===== src/rtl/load_store_unit_if.sv =====
// load_store_unit_if: request/response handshakes plus the data_memory port
interface load_store_unit_if;
  logic        req_valid;
  logic        req_ready;
  logic        req_write;
  logic [1:0]  req_size;
  logic        req_unsigned;
  logic [31:0] req_addr;
  logic [31:0] req_wdata;
  logic        resp_valid;
  logic        resp_ready;
  logic [31:0] resp_rdata;
  logic        resp_error;
  logic        mem_write;
  logic [31:0] mem_address;
  logic [31:0] mem_write_data;
  logic [31:0] mem_read_data;
  modport slave (
    input  req_valid, req_write, req_size, req_unsigned, req_addr, req_wdata, resp_ready, mem_read_data,
    output req_ready, resp_valid, resp_rdata, resp_error, mem_write, mem_address, mem_write_data
  );
  modport master (
    output req_valid, req_write, req_size, req_unsigned, req_addr, req_wdata, resp_ready, mem_read_data,
    input  req_ready, resp_valid, resp_rdata, resp_error, mem_write, mem_address, mem_write_data
  );
endinterface


===== src/rtl/load_store_unit.sv =====
// load_store_unit: single-outstanding load/store sequencer with lane extract and byte/half read-modify-write
module load_store_unit (
  input logic clk,
  input logic reset,
  load_store_unit_if.slave bus
);
  typedef enum logic [2:0] {IDLE, LOAD, RMW_READ, WRITE, RESP} state_t;
  state_t state, state_n;
  logic [1:0] size_q, lane_q;
  logic uns_q;
  logic [31:0] wdata_q, shifted, ext, mask, merged;
  logic [4:0] sh;
  logic accept, misaligned;
  assign accept = state == IDLE && bus.req_valid;
  assign misaligned = (bus.req_size == 2'b01 && bus.req_addr[0]) || (bus.req_size[1] && bus.req_addr[1:0] != 2'b00);
  assign sh = {lane_q, 3'b000};
  assign shifted = bus.mem_read_data >> sh;
  assign ext = size_q == 2'b00 ? {{24{~uns_q & shifted[7]}}, shifted[7:0]} :
               size_q == 2'b01 ? {{16{~uns_q & shifted[15]}}, shifted[15:0]} : shifted;
  assign mask = size_q == 2'b00 ? 32'hFF << sh : 32'hFFFF << sh;
  assign merged = (bus.mem_read_data & ~mask) | ((wdata_q << sh) & mask);
  // state register
  always_ff @(posedge clk)
    state <= reset ? IDLE : state_n;
  // next state and handshake/strobe outputs
  always_comb begin
    state_n = state;
    bus.req_ready = 1'b0;
    bus.resp_valid = 1'b0;
    bus.mem_write = 1'b0;
    case (state)
      IDLE: begin
        bus.req_ready = 1'b1;
        if (bus.req_valid)
          state_n = misaligned ? RESP : !bus.req_write ? LOAD : bus.req_size[1] ? WRITE : RMW_READ;
      end
      LOAD: state_n = RESP;
      RMW_READ: state_n = WRITE;
      WRITE: begin
        bus.mem_write = !reset;
        state_n = RESP;
      end
      RESP: begin
        bus.resp_valid = 1'b1;
        if (bus.resp_ready) state_n = IDLE;
      end
      default: state_n = IDLE;
    endcase
  end
  // request capture, memory port registers and response data
  always_ff @(posedge clk) begin
    if (reset) begin
      size_q <= '0;
      lane_q <= '0;
      uns_q <= 1'b0;
      wdata_q <= '0;
      bus.resp_rdata <= '0;
      bus.resp_error <= 1'b0;
      bus.mem_address <= '0;
      bus.mem_write_data <= '0;
    end else begin
      if (accept) begin
        size_q <= bus.req_size;
        lane_q <= bus.req_addr[1:0];
        uns_q <= bus.req_unsigned;
        wdata_q <= bus.req_wdata;
        bus.resp_rdata <= '0;
        bus.resp_error <= misaligned;
        if (!misaligned) begin
          bus.mem_address <= {bus.req_addr[31:2], 2'b00};
          if (bus.req_write && bus.req_size[1]) bus.mem_write_data <= bus.req_wdata;
        end
      end
      if (state == LOAD) bus.resp_rdata <= ext;
      if (state == RMW_READ) bus.mem_write_data <= merged;
    end
  end
endmodule


===== src/flat_wrapper.sv =====
// flat-port wrapper written by rule: the top's interface ports become plain ports
module load_store_unit_flat 
  (clk, reset, bus_req_valid, bus_req_write, bus_req_size, bus_req_unsigned, bus_req_addr, bus_req_wdata, bus_resp_ready, bus_mem_read_data, bus_req_ready, bus_resp_valid, bus_resp_rdata, bus_resp_error, bus_mem_write, bus_mem_address, bus_mem_write_data);
  load_store_unit_if bus_i ();
  input logic clk;
  input logic reset;
  input wire logic [$bits(bus_i.req_valid)-1:0] bus_req_valid;
  input wire logic [$bits(bus_i.req_write)-1:0] bus_req_write;
  input wire logic [$bits(bus_i.req_size)-1:0] bus_req_size;
  input wire logic [$bits(bus_i.req_unsigned)-1:0] bus_req_unsigned;
  input wire logic [$bits(bus_i.req_addr)-1:0] bus_req_addr;
  input wire logic [$bits(bus_i.req_wdata)-1:0] bus_req_wdata;
  input wire logic [$bits(bus_i.resp_ready)-1:0] bus_resp_ready;
  input wire logic [$bits(bus_i.mem_read_data)-1:0] bus_mem_read_data;
  output wire logic [$bits(bus_i.req_ready)-1:0] bus_req_ready;
  output wire logic [$bits(bus_i.resp_valid)-1:0] bus_resp_valid;
  output wire logic [$bits(bus_i.resp_rdata)-1:0] bus_resp_rdata;
  output wire logic [$bits(bus_i.resp_error)-1:0] bus_resp_error;
  output wire logic [$bits(bus_i.mem_write)-1:0] bus_mem_write;
  output wire logic [$bits(bus_i.mem_address)-1:0] bus_mem_address;
  output wire logic [$bits(bus_i.mem_write_data)-1:0] bus_mem_write_data;
  assign bus_i.req_valid = bus_req_valid;
  assign bus_i.req_write = bus_req_write;
  assign bus_i.req_size = bus_req_size;
  assign bus_i.req_unsigned = bus_req_unsigned;
  assign bus_i.req_addr = bus_req_addr;
  assign bus_i.req_wdata = bus_req_wdata;
  assign bus_i.resp_ready = bus_resp_ready;
  assign bus_i.mem_read_data = bus_mem_read_data;
  assign bus_req_ready = bus_i.req_ready;
  assign bus_resp_valid = bus_i.resp_valid;
  assign bus_resp_rdata = bus_i.resp_rdata;
  assign bus_resp_error = bus_i.resp_error;
  assign bus_mem_write = bus_i.mem_write;
  assign bus_mem_address = bus_i.mem_address;
  assign bus_mem_write_data = bus_i.mem_write_data;
  load_store_unit u_core (.clk(clk), .reset(reset), .bus(bus_i));
endmodule

===== config.mk =====
export PLATFORM = sky130hd
export DESIGN_NAME = load_store_unit_flat
export DESIGN_NICKNAME = d
export VERILOG_FILES = /design/src/rtl/load_store_unit_if.sv /design/src/rtl/load_store_unit.sv /design/src/flat_wrapper.sv
export SDC_FILE = /design/constraint.sdc
export NUM_CORES = 1
export LEC_CHECK = 0
export CORE_ASPECT_RATIO = 1.5
export CORE_MARGIN = 3
export CORE_UTILIZATION = 45
export CTS_CLUSTER_DIAMETER = 50
export DETAILED_ROUTE_END_ITERATION = 8
export PLACE_DENSITY = 0.83
export SYNTH_ARGS = -nofsm -noshare
export SYNTH_HDL_FRONTEND = slang
export SYNTH_SLANG_ARGS = --single-unit
export TNS_END_PERCENT = 30

===== constraint.sdc =====
create_clock -name clk -period 2.2 [get_ports clk]
set_input_delay 0.44 -clock clk [delete_from_list [all_inputs] [get_ports clk]]
set_output_delay 0.44 -clock clk [all_outputs]
set_load 0.005 [all_outputs]

==> results.md, run 1 <==
| Group | Quantity | Value |
|:---|:---|:---|
| global routing | Maximum number of pins on one net before global-route repair | 58 |
| synthesis | Fraction of registers with async set/reset | 0% |
| route | Vias per cell | 5.81 |
| critical path | Cell at the slowest stage of the critical path | clkdlybuf4s50_1 |
| floorplan | Y dimension of the die | 143 um |
| synthesis | Library cell with the highest instance count after synthesis | nand2_1 |
| timing | Period minus WS final | 2090 ps |
| critical path | Critical path required time | 1760 ps |
| timing | Total count of max-transition violations in the final report | 0 |
| placement | Quantity of I/O buffers inserted on ports | 201 |
| critical path | Type of origin of the critical path | flop |
| floorplan | Core box area | 0.0121 mm2 |
| route | Antenna violation net count after detailed routing | 0 |
| critical path | Arrival time of data at the critical path endpoint | 1650 ps |
| critical path | Reg2reg path depth | 7 |
| power | Switching power as a share of total power | 26.4% |
| flow run | Max_cap viols | 0 |
| critical path | Crit Path Max Fanout | 7 |
| timing | Setup repair after global routing missed its margin | no |
| timing | Final worst-path cycle share | 95.0% |
| placement | Routability cong. | 0.959 |
| timing | Final Hold Violating Endpoints | 0 |
| critical path | Startpoint-to-endpoint class of the critical path | flop to primary output |
| floorplan | Top-level I/O count | 204 |
| clocking | CTS sink count | 119 |
| synthesis | Area share of the largest cell type after synthesis | 42.6% |
| route | Number of remaining DRC errors | 0 |
| power | Clock share of power | 42.2% |
| power | Design Power | 6430 uW |
| cells and area | Diodes inserted | 0 |
| timing | Headroom to the max-slew limit | 22.7% |
| synthesis | Summed instance area of the synthesized netlist | 0.00560 mm2 |
| critical path | Category of the worst setup path capture point | primary output |
| synthesis | Number of enable flip-flop cells after synthesis | 0 |
| synthesis | Cells after synthesis | 656 |
| critical path | Cell class contributing the biggest share of worst-path delay | buffers and inverters |
| clocking | # Post-CTS Setup Buffers | 0 |
| route | Count of TritonRoute iterations in the first routing pass | 6 |
| clocking | Clock-pin transition on the worst setup and hold timing paths | 50 ps |
| cells and area | Fill count | 958 |
| power | Power per Cell Area | 762 mW/mm2 |
| critical path | Depth of the critical timing path with buffers and inverters included | 3 |
| clocking | TritonCTS clock tree | built |
| clocking | Hold-fix buffers, CTS | 0 |
| floorplan | Site Rows | 49 |
| cells and area | Post-route core utilization | 69.9% |
| route | Overall routed net length | 19800 um |
| route | Drt wl/cell | 19.6 um |
| cells and area | Fraction of layout instances using a drive strength above 1 | 11.0% |
| route | Initial drt markers | 409 |
| timing | Worst Max-Slew Pin Slew | 1160 ps |
| clocking | Maximum clock path buffer count | 2 |
| synthesis | Cell types occupying the most area after synthesis | dfxtp_1 43%, nand2_1 9.1%, mux2i_1 8.0% |
| route | Via count | 5892 |
| floorplan | Initial Utilization | 46.3% |
| synthesis | Sequential fraction of the synthesis area | 42.6% |
| critical path | CP cell instances | buf_4 > nor3_1 > clkdlybuf4s50_1 |
| floorplan | Width of the chip | 97.1 um |
| synthesis | Cell types with the highest counts after synthesis | 136 x nand2_1, 119 x dfxtp_1, 57 x a21oi_1 |
| clocking | Clock tree root driver cell | clkbuf_16 |
| clocking | Total CTS buffers | 17 |
| clocking | Clock latency of the later-clocked register in the worst-skew pair | 410 ps |
| timing | Max frequency | 479 MHz |
| synthesis | Unique masters post-synth | 48 |
| global routing | Number of global-route vias before repair | 5766 |
| clocking | Clock H-tree levels | 4 |
| power | Maximum resistive drop on vdd | 0.502 mV |
| placement | Detail Placement HPWL | 14600 um |
| synthesis | Post-synthesis cell type with the largest combined area | dfxtp_1 |
| timing | Final setup violation count | 0 |
| power | Relative contribution of sequential cells to total power | 37.5% |
| power | Lkg Pwr | 0.00315 uW |
| global routing | Tot GR Track Use | 28.0% |
| critical path | CP bufs+invs | 2 |
| synthesis | Syn avg cell area | 8.53 um2 |
| status | Outcome | complete, no violations |
| hold path | Count of cells along the worst hold path | 2 |
| hold path | Worst hold path type | flop to flop |
| global routing | Initial antenna violation count | 0 |
| timing | Worst clock skew | 7.66 ps |
| synthesis | Synth warnings | 0 |
| floorplan | Die Footprint | 0.0138 mm2 |
| power | Cell Int Power | 4740 uW |
| power | Combinational group share of total power | 20.3% |
| cells and area | Layout net count | 954 |
| synthesis | Post-synth top flop | dfxtp_1 |
| global routing | First-pass GRT wire length | 30700 um |
| critical path | Delay contributed by the slowest stage of the critical path | 550 ps |
| power | P_sw | 1700 uW |
| synthesis | Flip-flop and latch count after synthesis | 119 |
| cells and area | Synth-to-Final Area Change | 50.9% |
| global routing | Leftover overflow at the end of global routing | 0 |
==> power by group through the flow <==
stage	registers (uW)	logic [uW]	clock network, uW
CTS	2410	1290	2750
finish	2410	1300	2710
global placement	2450	1260	0
floorplan	2430	620	0
global route	2430	1400	2860
detailed placement	2450	1280	0
==> cell families after synthesis <==
kind of cell / after synthesis / synth area share [%]
other: 1 / 0.0670
buffers and inverters: 73 / 5.88
AOI/OAI and AO/OA: 191 / 23.4
and+or+nand+nor: 215 / 17.4
muxes: 57 / 10.7
DFF: 119 / 42.6
==> flip-flops by register name, indices dropped and copies added, names as in the netlist <==
| name | count |
|---|---|
| u_core.state | 3 |
| u_core.bus.resp_error | 1 |
| u_core.bus.mem_write_data | 32 |
| u_core.size_q | 2 |
| u_core.lane_q | 2 |
| u_core.uns_q | 1 |
| u_core.wdata_q | 16 |
| u_core.bus.resp_rdata | 32 |
| u_core.bus.mem_address | 30 |
==> worst min-delay path: cells and delay by family, from the launching register on <==
family,cells,cell delay (ps)
and+or+nand+nor,1,50
AOI/OAI and AO/OA,1,50
DFF,1,310
==> what timing repair did <==
action,4_1_cts,5_1_grt
cloned,0,0
pin swaps,0,0
gates resized for setup,5,2
endpoints found under the setup margin,2,1
==> cell type report <==
type                            count  area [um2]  share of cell area (%)
Clock buffer                       22         484                    5.74
Clock inverter                      8        97.6                    1.16
Inverter                           11        41.3                   0.489
Multi-Input combinational cell    465        2900                    34.4
Sequential cell                   119        2390                    28.3
Tap cell                          153         191                    2.27
Timing Repair Buffer              236        2340                    27.7
==> routing by layer <==
metal	share of wire [%]	global-route usage [%]
met4	5.4	16.0
met3	8.4	7.85
met5	0	0
met2	50	48.4
met1	36	30.9
==> through the flow <==
stage | cells | worst slack (ps) | setup TNS, ps | cell area, um2 | hold slack [ps]
after global routing | 1014 | 22.6 | 0 | 8440 | 472
final | 1014 | 111 | 0 | 8440 | 455
after detailed placement | 984 | -226 | -8350 | 7840 | 450
after CTS | 1014 | 70.6 | 0 | 8440 | 458
after floorplan | 657 | 277 | 0 | 5600 | 443
after global placement | 984 | -119 | -2840 | 7840 | 442
==> final timing paths <==
path | start | end | slack, ps
worst min-delay path | u_core.bus.mem_address[2] | u_core.bus.mem_address[2] | 460
worst min register to register | u_core.bus.mem_address[2] | u_core.bus.mem_address[2] | 460
worst max-delay path | u_core.state[1] | bus_req_ready | 110
worst max register to register | u_core.state[1] | u_core.bus.mem_write_data[13] | 210
==> placed cells by master (no fill, tap or decap), types with 2 or more instances in the layout <==
| cell | instances |
|---|---|
| nand2b_1 | 2 |
| nand2_1 | 136 |
| o21a_1 | 2 |
| buf_4 | 31 |
| nor2_1 | 30 |
| clkbuf_16 | 17 |
| o221ai_1 | 10 |
| o32ai_1 | 2 |
| o21ai_0 | 19 |
| bufinv_16 | 2 |
| inv_1 | 11 |
| a22o_1 | 16 |
| clkinvlp_4 | 3 |
| or2_2 | 2 |
| o22ai_1 | 16 |
| a32oi_1 | 15 |
| a221oi_1 | 4 |
| nor4b_1 | 2 |
| nor4_1 | 2 |
| nor3_1 | 13 |
| a21o_1 | 5 |
| clkinv_2 | 3 |
| a21oi_1 | 57 |
| nor2b_1 | 17 |
| a211oi_1 | 33 |
| dfxtp_2 | 2 |
| mux2_2 | 11 |
| conb_1 | 2 |
| nor3b_2 | 3 |
| clkbuf_8 | 4 |
| a31oi_1 | 2 |
| mux2i_1 | 45 |
| a2111oi_2 | 4 |
| dfxtp_1 | 116 |
| buf_12 | 5 |
| clkdlybuf4s50_1 | 198 |
No activity file was read; power rests on OpenSTA's default activity.
==> run 2: changes to the inputs <==
--- a/config.mk
+++ b/config.mk
@@ -7,10 +7,10 @@
 export LEC_CHECK = 0
 export CORE_ASPECT_RATIO = 1.5
 export CORE_MARGIN = 3
-export CORE_UTILIZATION = 45
+export CORE_UTILIZATION = 40
 export CTS_CLUSTER_DIAMETER = 50
 export DETAILED_ROUTE_END_ITERATION = 8
-export PLACE_DENSITY = 0.83
+export PLACE_DENSITY = 0.78
 export SYNTH_ARGS = -nofsm -noshare
 export SYNTH_HDL_FRONTEND = slang
 export SYNTH_SLANG_ARGS = --single-unit
==> constraint.sdc (replaced) <==
create_clock -name clk -period 1.85 [get_ports clk]
set_input_delay 0.37 -clock clk [delete_from_list [all_inputs] [get_ports clk]]
set_output_delay 0.37 -clock clk [all_outputs]
set_load 0.005 [all_outputs]
==> run 2 against run 1 <==
  * Hold slack worse by 97 ps
  * Worst setup slack worse by 19 ps
  * Die area is 12% higher
  * Routed wire length is 2.9% lower
  * Power is 24% higher
  * Critical path type is now input pin to flop
  * Largest power group unchanged
  * Cell area is 3.1% higher
  * Combinational power is 24% higher
  * Via count is 2.3% lower
  * Register-to-register slack worse by 100 ps
  * Largest cell class unchanged
==> results.md, run 2 (same netlist as run 1, synthesis figures left out) <==
| Group | Quantity | Value | Delta |
|:---|:---|:---|:---|
| status | Outcome | complete, no violations | unchanged |
| timing | Headroom to the max-slew limit | 58.6% | was 22.7% |
| clocking | Clock H-tree levels | 4 | unchanged |
| power | Design Power | 7960 uW | was 6430 uW |
| floorplan | Width of the chip | 103 um | was 97.1 um |
| route | Antenna violation net count after detailed routing | 0 | unchanged |
| route | Drt wl/cell | 18.5 um | was 19.6 um |
| timing | Max frequency | 569 MHz |  |
| clocking | Clock latency of the later-clocked register in the worst-skew pair | 410 ps | about the same |
| clocking | Hold-fix buffers, CTS | 0 | unchanged |
| critical path | Crit Path Max Fanout | 16 | was 7 |
| floorplan | Site Rows | 52 | was 49 |
| timing | Period minus WS final | 1760 ps |  |
| critical path | Arrival time of data at the critical path endpoint | 2060 ps | was 1650 ps |
| critical path | Category of the worst setup path capture point | flop | was primary output |
| cells and area | Synth-to-Final Area Change | 55.5% | was 50.9% |
| critical path | Reg2reg path depth | 4 | was 7 |
| cells and area | Post-route core utilization | 64.0% | was 69.9% |
| route | Vias per cell | 5.52 | was 5.81 |
| global routing | Tot GR Track Use | 25.1% | was 28.0% |
| placement | Quantity of I/O buffers inserted on ports | 201 | unchanged |
| timing | Total count of max-transition violations in the final report | 0 | unchanged |
| power | Lkg Pwr | 0.00327 uW | was 0.00315 uW |
| hold path | Worst hold path type | input pin to flop | was flop to flop |
| floorplan | Die Footprint | 0.0155 mm2 | was 0.0138 mm2 |
| global routing | Leftover overflow at the end of global routing | 0 | unchanged |
| floorplan | Core box area | 0.0136 mm2 | was 0.0121 mm2 |
| global routing | Initial antenna violation count | 0 | unchanged |
| hold path | Startpoint of the worst hold path | reset | was u_core.bus.mem_address[2] |
| global routing | Number of global-route vias before repair | 5846 | was 5766 |
| hold path | Count of cells along the worst hold path | 3 | was 2 |
| timing | Final setup violation count | 0 | unchanged |
| clocking | Maximum clock path buffer count | 2 | unchanged |
| timing | Worst Max-Slew Pin Slew | 621 ps | was 1160 ps |
| critical path | Critical path required time | 2150 ps | was 1760 ps |
| floorplan | Top-level I/O count | 204 | unchanged |
| critical path | Startpoint-to-endpoint class of the critical path | input pin to flop | was flop to primary output |
| clocking | # Post-CTS Setup Buffers | 0 | unchanged |
| critical path | Type of origin of the critical path | input pin | was flop |
| critical path | Source of the worst register-to-register timing path | u_core.state[1] | unchanged |
| cells and area | Layout net count | 971 | was 954 |
| power | Power per Cell Area | 915 mW/mm2 | was 762 mW/mm2 |
| global routing | Maximum number of pins on one net before global-route repair | 47 | was 58 |
| clocking | Clock tree root driver cell | clkbuf_16 | unchanged |
| route | Initial drt markers | 405 | was 409 |
| route | Overall routed net length | 19300 um | was 19800 um |
| cells and area | Largest registers | u_core.bus.mem_write_data: 32 flops, u_core.bus.resp_rdata: 32 flops, u_core.bus.mem_address: 30 flops | unchanged |
| cells and area | Fraction of layout instances using a drive strength above 1 | 13.3% | was 11.0% |
| cells and area | Top library cells by usage in the layout, fill and taps aside | 197 x clkdlybuf4s50_1, 136 x nand2_1, 115 x dfxtp_1 | was 198 x clkdlybuf4s50_1, 136 x nand2_1, 116 x dfxtp_1 |
| clocking | TritonCTS clock tree | built | unchanged |
| placement | Routability cong. | 0.928 | was 0.959 |
| timing | Setup repair after global routing missed its margin | no | unchanged |
| flow run | Max_cap viols | 0 | unchanged |
| clocking | Total CTS buffers | 17 | unchanged |
| timing | Final worst-path cycle share | 95.0% |  |
| timing | Final Hold Violating Endpoints | 0 | unchanged |
| floorplan | Y dimension of the die | 151 um | was 143 um |
| route | Count of TritonRoute iterations in the first routing pass | 5 | was 6 |
| floorplan | Initial Utilization | 41.2% | was 46.3% |
| hold path | Hold EP | u_core.state[2] | was u_core.bus.mem_address[2] |
| clocking | Clock-pin transition on the worst setup and hold timing paths | 50 ps | about the same |
| placement | Detail Placement HPWL | 14600 um | about the same |
| cells and area | Diodes inserted | 0 | unchanged |
| critical path | Worst reg-to-reg setup slack | 110 ps | was 210 ps |
| cells and area | Most common cell after layout, fill and taps aside | clkdlybuf4s50_1 | unchanged |
| route | Via count | 5756 | was 5892 |
| route | Number of remaining DRC errors | 0 | unchanged |
| critical path | Capturing point of the worst reg2reg path | u_core.bus.mem_write_data[2] | was u_core.bus.mem_write_data[13] |
| global routing | First-pass GRT wire length | 29800 um | was 30700 um |
| timing | Worst clock skew | 11.1 ps | was 7.66 ps |
| clocking | CTS sink count | 119 | unchanged |
| power | Maximum resistive drop on vdd | 0.621 mV | was 0.502 mV |
run 2: layout make-up:
class                           count  area [um2]
Tap cell                          162         203
Clock buffer                       20         457
Sequential cell                   119        2390
Inverter                           11        41.3
Timing Repair Buffer              253        2520
Fill cell                        1100        4900
Multi-Input combinational cell    465        2910
Clock inverter                     12         175
run 2: layer usage:
layer / up-vias / GRT usage [%] / part of all wire [%]
met1: 2620 / 27.4 / 38
met3: 65 / 7.56 / 8.0
met5: - / 0 / 0
li1: 2782 / - / -
met2: 289 / 42.4 / 49
met4: 0 / 14.1 / 4.8
run 2: what timing repair did:
| item | in CTS | in global routing |
|---|---|---|
| pin swaps | 0 | 0 |
| gates cloned | 0 | 0 |
| setup endpoints to repair | 33 | 39 |
| hold endpoints to repair | 0 | 0 |
| resized for setup | 11 | 4 |
run 2: worst max-delay path by stage:
stage | slack (ps) | depth (start not counted) | to | start
final | 90 | 5 | u_core.bus.resp_rdata[22] | bus_mem_read_data[7]
after global routing | 20 | 5 | u_core.bus.resp_rdata[13] | u_core.lane_q[0]
after CTS | 2 | 6 | u_core.bus.resp_rdata[7] | bus_req_valid
after detailed placement | -480 | 5 | u_core.bus.resp_rdata[22] | bus_mem_read_data[7]
after global placement | -450 | 5 | u_core.bus.resp_rdata[30] | bus_mem_read_data[7]
after floorplan | 20 | 7 | u_core.bus.resp_rdata[21] | bus_mem_read_data[31]
run 2: worst max-delay path: stages:
cell	delay, ps
clkdlybuf4s50_1	520
mux4_2	510
a21o_1	190
and4b_4	260
a22o_1	200
run 2: where the power goes:
| group | leakage (uW) | internal, uW | total, uW | switching, uW |
|---|---|---|---|---|
| Clock | 0.000302 | 2320 | 3490 | 1170 |
| Sequential | 0.000972 | 2740 | 2860 | 124 |
| Combinational | 0.00200 | 851 | 1610 | 756 |
run 2: metrics by stage:
stage	hold slack [ps]	area [um2]	setup TNS, ps	cells	setup slack, ps
3_5_place_dp	446	8050	-31780	1010	-480
4_1_cts	351	8690	0	1042	1.90
5_1_grt	364	8700	0	1042	20.5
3_3_place_gp	440	8050	-27480	1010	-454
6_report	358	8700	0	1042	91.9
2_1_floorplan	443	5600	0	657	17.4
==> run 3: changes to the inputs <==
--- a/config.mk
+++ b/config.mk
@@ -5,12 +5,14 @@
 export SDC_FILE = /design/constraint.sdc
 export NUM_CORES = 1
 export LEC_CHECK = 0
+export ABC_CLOCK_PERIOD_IN_PS = 1850
 export CORE_ASPECT_RATIO = 1.5
 export CORE_MARGIN = 3
 export CORE_UTILIZATION = 40
 export CTS_CLUSTER_DIAMETER = 50
 export DETAILED_ROUTE_END_ITERATION = 8
 export PLACE_DENSITY = 0.78
+export SKIP_LAST_GASP = 1
 export SYNTH_ARGS = -nofsm -noshare
 export SYNTH_HDL_FRONTEND = slang
 export SYNTH_SLANG_ARGS = --single-unit
==> run 3 against run 2 <==
  * The run now ends with setup timing left
  * Clock power about the same
  * Global-route usage unchanged
  * Count of clock-buffer cells in the layout unchanged
  * Register-to-register slack worse by 90 ps
  * Non-clock buffer count is the same
  * Clock skew shrank 0.81 ps
  * Combinational power barely moved
  * Critical path depth is the same
  * Largest power group unchanged
==> results.md, run 3 (same netlist as run 1, synthesis figures left out) <==
| Group | Quantity | Value | Delta |
|:---|:---|:---|:---|
| critical path | Delay contributed by the slowest stage of the critical path | 530 ps | was 520 ps |
| floorplan | Width of the chip | 103 um | unchanged |
| status | Violated checks | setup timing |  |
| cells and area | Synth-to-Final Area Change | 55.4% | was 55.5% |
| cells and area | Most common cell after layout, fill and taps aside | clkdlybuf4s50_1 | unchanged |
| placement | Routability cong. | 0.928 | unchanged |
| timing | Max frequency | 540 MHz | was 569 MHz |
| timing | Final setup violation count | 1 | was 0 |
| timing | Period minus WS final | 1850 ps | was 1760 ps |
| cells and area | Post-route core utilization | 63.9% | was 64.0% |
| status | Outcome | finished with violations | was complete, no violations |
| power | Combinational group share of total power | 20.2% | about the same |
| power | Maximum resistive drop on vdd | 0.627 mV | was 0.621 mV |
| power | Power per Cell Area | 916 mW/mm2 | was 915 mW/mm2 |
| critical path | Reg2reg path depth | 5 | was 4 |
| power | Lkg Pwr | 0.00327 uW | about the same |
| floorplan | Die Footprint | 0.0155 mm2 | unchanged |
| critical path | Startpoint-to-endpoint class of the critical path | input pin to flop | unchanged |
| clocking | Clock H-tree levels | 4 | unchanged |
| cells and area | Fraction of layout instances using a drive strength above 1 | 13.3% | unchanged |
| placement | Quantity of I/O buffers inserted on ports | 201 | unchanged |
| power | Relative contribution of sequential cells to total power | 35.9% | about the same |
| power | Design Power | 7970 uW | was 7960 uW |
| hold path | Startpoint of the worst hold path | reset | unchanged |
| route | Via count | 5764 | was 5756 |
| flow run | Max_cap viols | 0 | unchanged |
| route | Overall routed net length | 19400 um | was 19300 um |
| global routing | Initial antenna violation count | 0 | unchanged |
| placement | DP Area | 0.00805 mm2 | unchanged |
| global routing | First-pass GRT wire length | 29800 um | unchanged |
| route | Count of TritonRoute iterations in the first routing pass | 5 | unchanged |
| timing | Headroom to the max-slew limit | 58.5% | was 58.6% |
| clocking | Hold-fix buffers, CTS | 0 | unchanged |
| cells and area | Top library cells by usage in the layout, fill and taps aside | 197 x clkdlybuf4s50_1, 136 x nand2_1, 115 x dfxtp_1 | unchanged |
| global routing | Number of global-route vias before repair | 5846 | unchanged |
| floorplan | Y dimension of the die | 151 um | unchanged |
| clocking | TritonCTS clock tree | built | unchanged |
| timing | Final Hold Violating Endpoints | 0 | unchanged |
| timing | Final worst-path cycle share | 100% | was 95.0% |
| timing | Total count of max-transition violations in the final report | 0 | unchanged |
| clocking | Clock latency of the later-clocked register in the worst-skew pair | 420 ps | was 410 ps |
| clocking | Clock-pin transition on the worst setup and hold timing paths | 50 ps | about the same |
| cells and area | Final standard cell area without fillers | 0.00870 mm2 | about the same |
| clocking | # Post-CTS Setup Buffers | 0 | unchanged |
| critical path | CP cell instances | clkdlybuf4s50_1 > mux4_2 > a21o_1 > and4b_2 > a22o_1 | was clkdlybuf4s50_1 > mux4_2 > a21o_1 > and4b_4 > a22o_1 |
| cells and area | Diodes inserted | 0 | unchanged |
| cells and area | Largest registers | u_core.bus.mem_write_data: 32 flops, u_core.bus.resp_rdata: 32 flops, u_core.bus.mem_address: 30 flops | unchanged |
| global routing | Leftover overflow at the end of global routing | 0 | unchanged |
| route | Antenna violation net count after detailed routing | 0 | unchanged |
| timing | Setup repair after global routing missed its margin | yes | was no |
| placement | Placed insts | 1010 | unchanged |
| critical path | Critical path required time | 2150 ps | about the same |
| global routing | Tot GR Track Use | 25.1% | unchanged |
| timing | Worst clock skew | 10.3 ps | was 11.1 ps |
| critical path | CP Launch Point | bus_mem_read_data[7] | unchanged |
| clocking | Total CTS buffers | 17 | unchanged |
| critical path | Category of the worst setup path capture point | flop | unchanged |
| power | Clock share of power | 43.9% | about the same |
| floorplan | Initial Utilization | 41.2% | unchanged |
| route | Drt wl/cell | 18.6 um | was 18.5 um |
| floorplan | Top-level I/O count | 204 | unchanged |
| critical path | Worst reg-to-reg setup slack | 20 ps | was 110 ps |
| power | P_sw | 2060 uW | was 2050 uW |
| critical path | Source of the worst register-to-register timing path | u_core.lane_q[0] | was u_core.state[1] |
| critical path | Cell at the slowest stage of the critical path | clkdlybuf4s50_1 | unchanged |
| timing | Worst hold margin | 359 ps | was 358 ps |
| critical path | Arrival time of data at the critical path endpoint | 2150 ps | was 2060 ps |
| power | Cell Int Power | 5900 uW | was 5910 uW |
| hold path | Count of cells along the worst hold path | 3 | unchanged |
| route | Number of remaining DRC errors | 0 | unchanged |
| global routing | Maximum number of pins on one net before global-route repair | 47 | unchanged |
| route | Initial drt markers | 426 | was 405 |
| critical path | Capturing point of the worst reg2reg path | u_core.bus.mem_write_data[17] | was u_core.bus.mem_write_data[2] |
| clocking | CTS sink count | 119 | unchanged |
| clocking | Clock tree root driver cell | clkbuf_16 | unchanged |
| cells and area | Layout net count | 971 | unchanged |
| placement | Detail Placement HPWL | 14600 um | unchanged |
| critical path | Type of origin of the critical path | input pin | unchanged |
| critical path | Crit Path Max Fanout | 16 | unchanged |
| cells and area | Finished Layout Cells | 1042 | unchanged |
| timing | Worst Setup Slack, final | -1.14 ps | was 91.9 ps |
| hold path | Worst hold path type | input pin to flop | unchanged |
| floorplan | Core box area | 0.0136 mm2 | unchanged |
| floorplan | Site Rows | 52 | unchanged |
| clocking | Maximum clock path buffer count | 2 | unchanged |
| route | Vias per cell | 5.53 | was 5.52 |
| timing | Worst Max-Slew Pin Slew | 622 ps | was 621 ps |
| power | Switching power as a share of total power | 25.9% | was 25.8% |
| hold path | Hold EP | u_core.state[2] | unchanged |
[run 3: through the flow]
step                TNS (ps)  setup WS (ps)
CTS                        0           1.90
global route            -586          -77.3
finish                 -1.14          -1.14
floorplan                  0           17.4
detailed placement    -31780           -480
global placement      -27480           -454
[run 3: power by group through the flow]
| stage | Clock [uW] | Sequential, uW | Combinational [uW] |
|---|---|---|---|
| 3_3_place_gp | 0 | 2900 | 1580 |
| 4_1_cts | 3530 | 2860 | 1600 |
| 3_5_place_dp | 0 | 2910 | 1590 |
| 6_report | 3500 | 2860 | 1610 |
| 5_1_grt | 3660 | 2880 | 1730 |
| 2_1_floorplan | 0 | 2890 | 737 |
[run 3: how the worst max path moves through the flow]
stage	endpoint
5_1_grt	u_core.bus.mem_write_data[17]
6_report	u_core.bus.resp_rdata[22]
4_1_cts	u_core.bus.resp_rdata[7]
3_5_place_dp	u_core.bus.resp_rdata[22]
3_3_place_gp	u_core.bus.resp_rdata[30]
2_1_floorplan	u_core.bus.resp_rdata[21]
[run 3: critical path, delay by kind of cell]
family	cells	cell delay, ps
AO/OA/AOI/OAI	2	400
buffers and inverters	1	530
AND/OR/NAND/NOR	1	330
multiplexers	1	510
[run 3: cell type report]
type	count	area, um2
clock buffer	20	457
clock inverter	12	175
fill	1103	4900
inverter	11	41.3
multi-input combinational	465	2900
sequential	119	2390
tap	162	203
timing repair buffer	253	2520
[run 3: repair_timing]
action                                  in CTS  in global routing
hold endpoints to repair                     0                  0
pin swaps                                    0                  0
resized for setup                           11                  2
endpoints found under the setup margin      33                 39
[run 3: metal layers]
metal / GRT usage [%] / vias up / routed length (um)
li1: - / 2778 / -
met1: 27.4 / 2628 / 7300
met2: 42.4 / 283 / 9550
met3: 7.56 / 75 / 1530
met4: 14.1 / 0 / 987
met5: 0 / - / 0
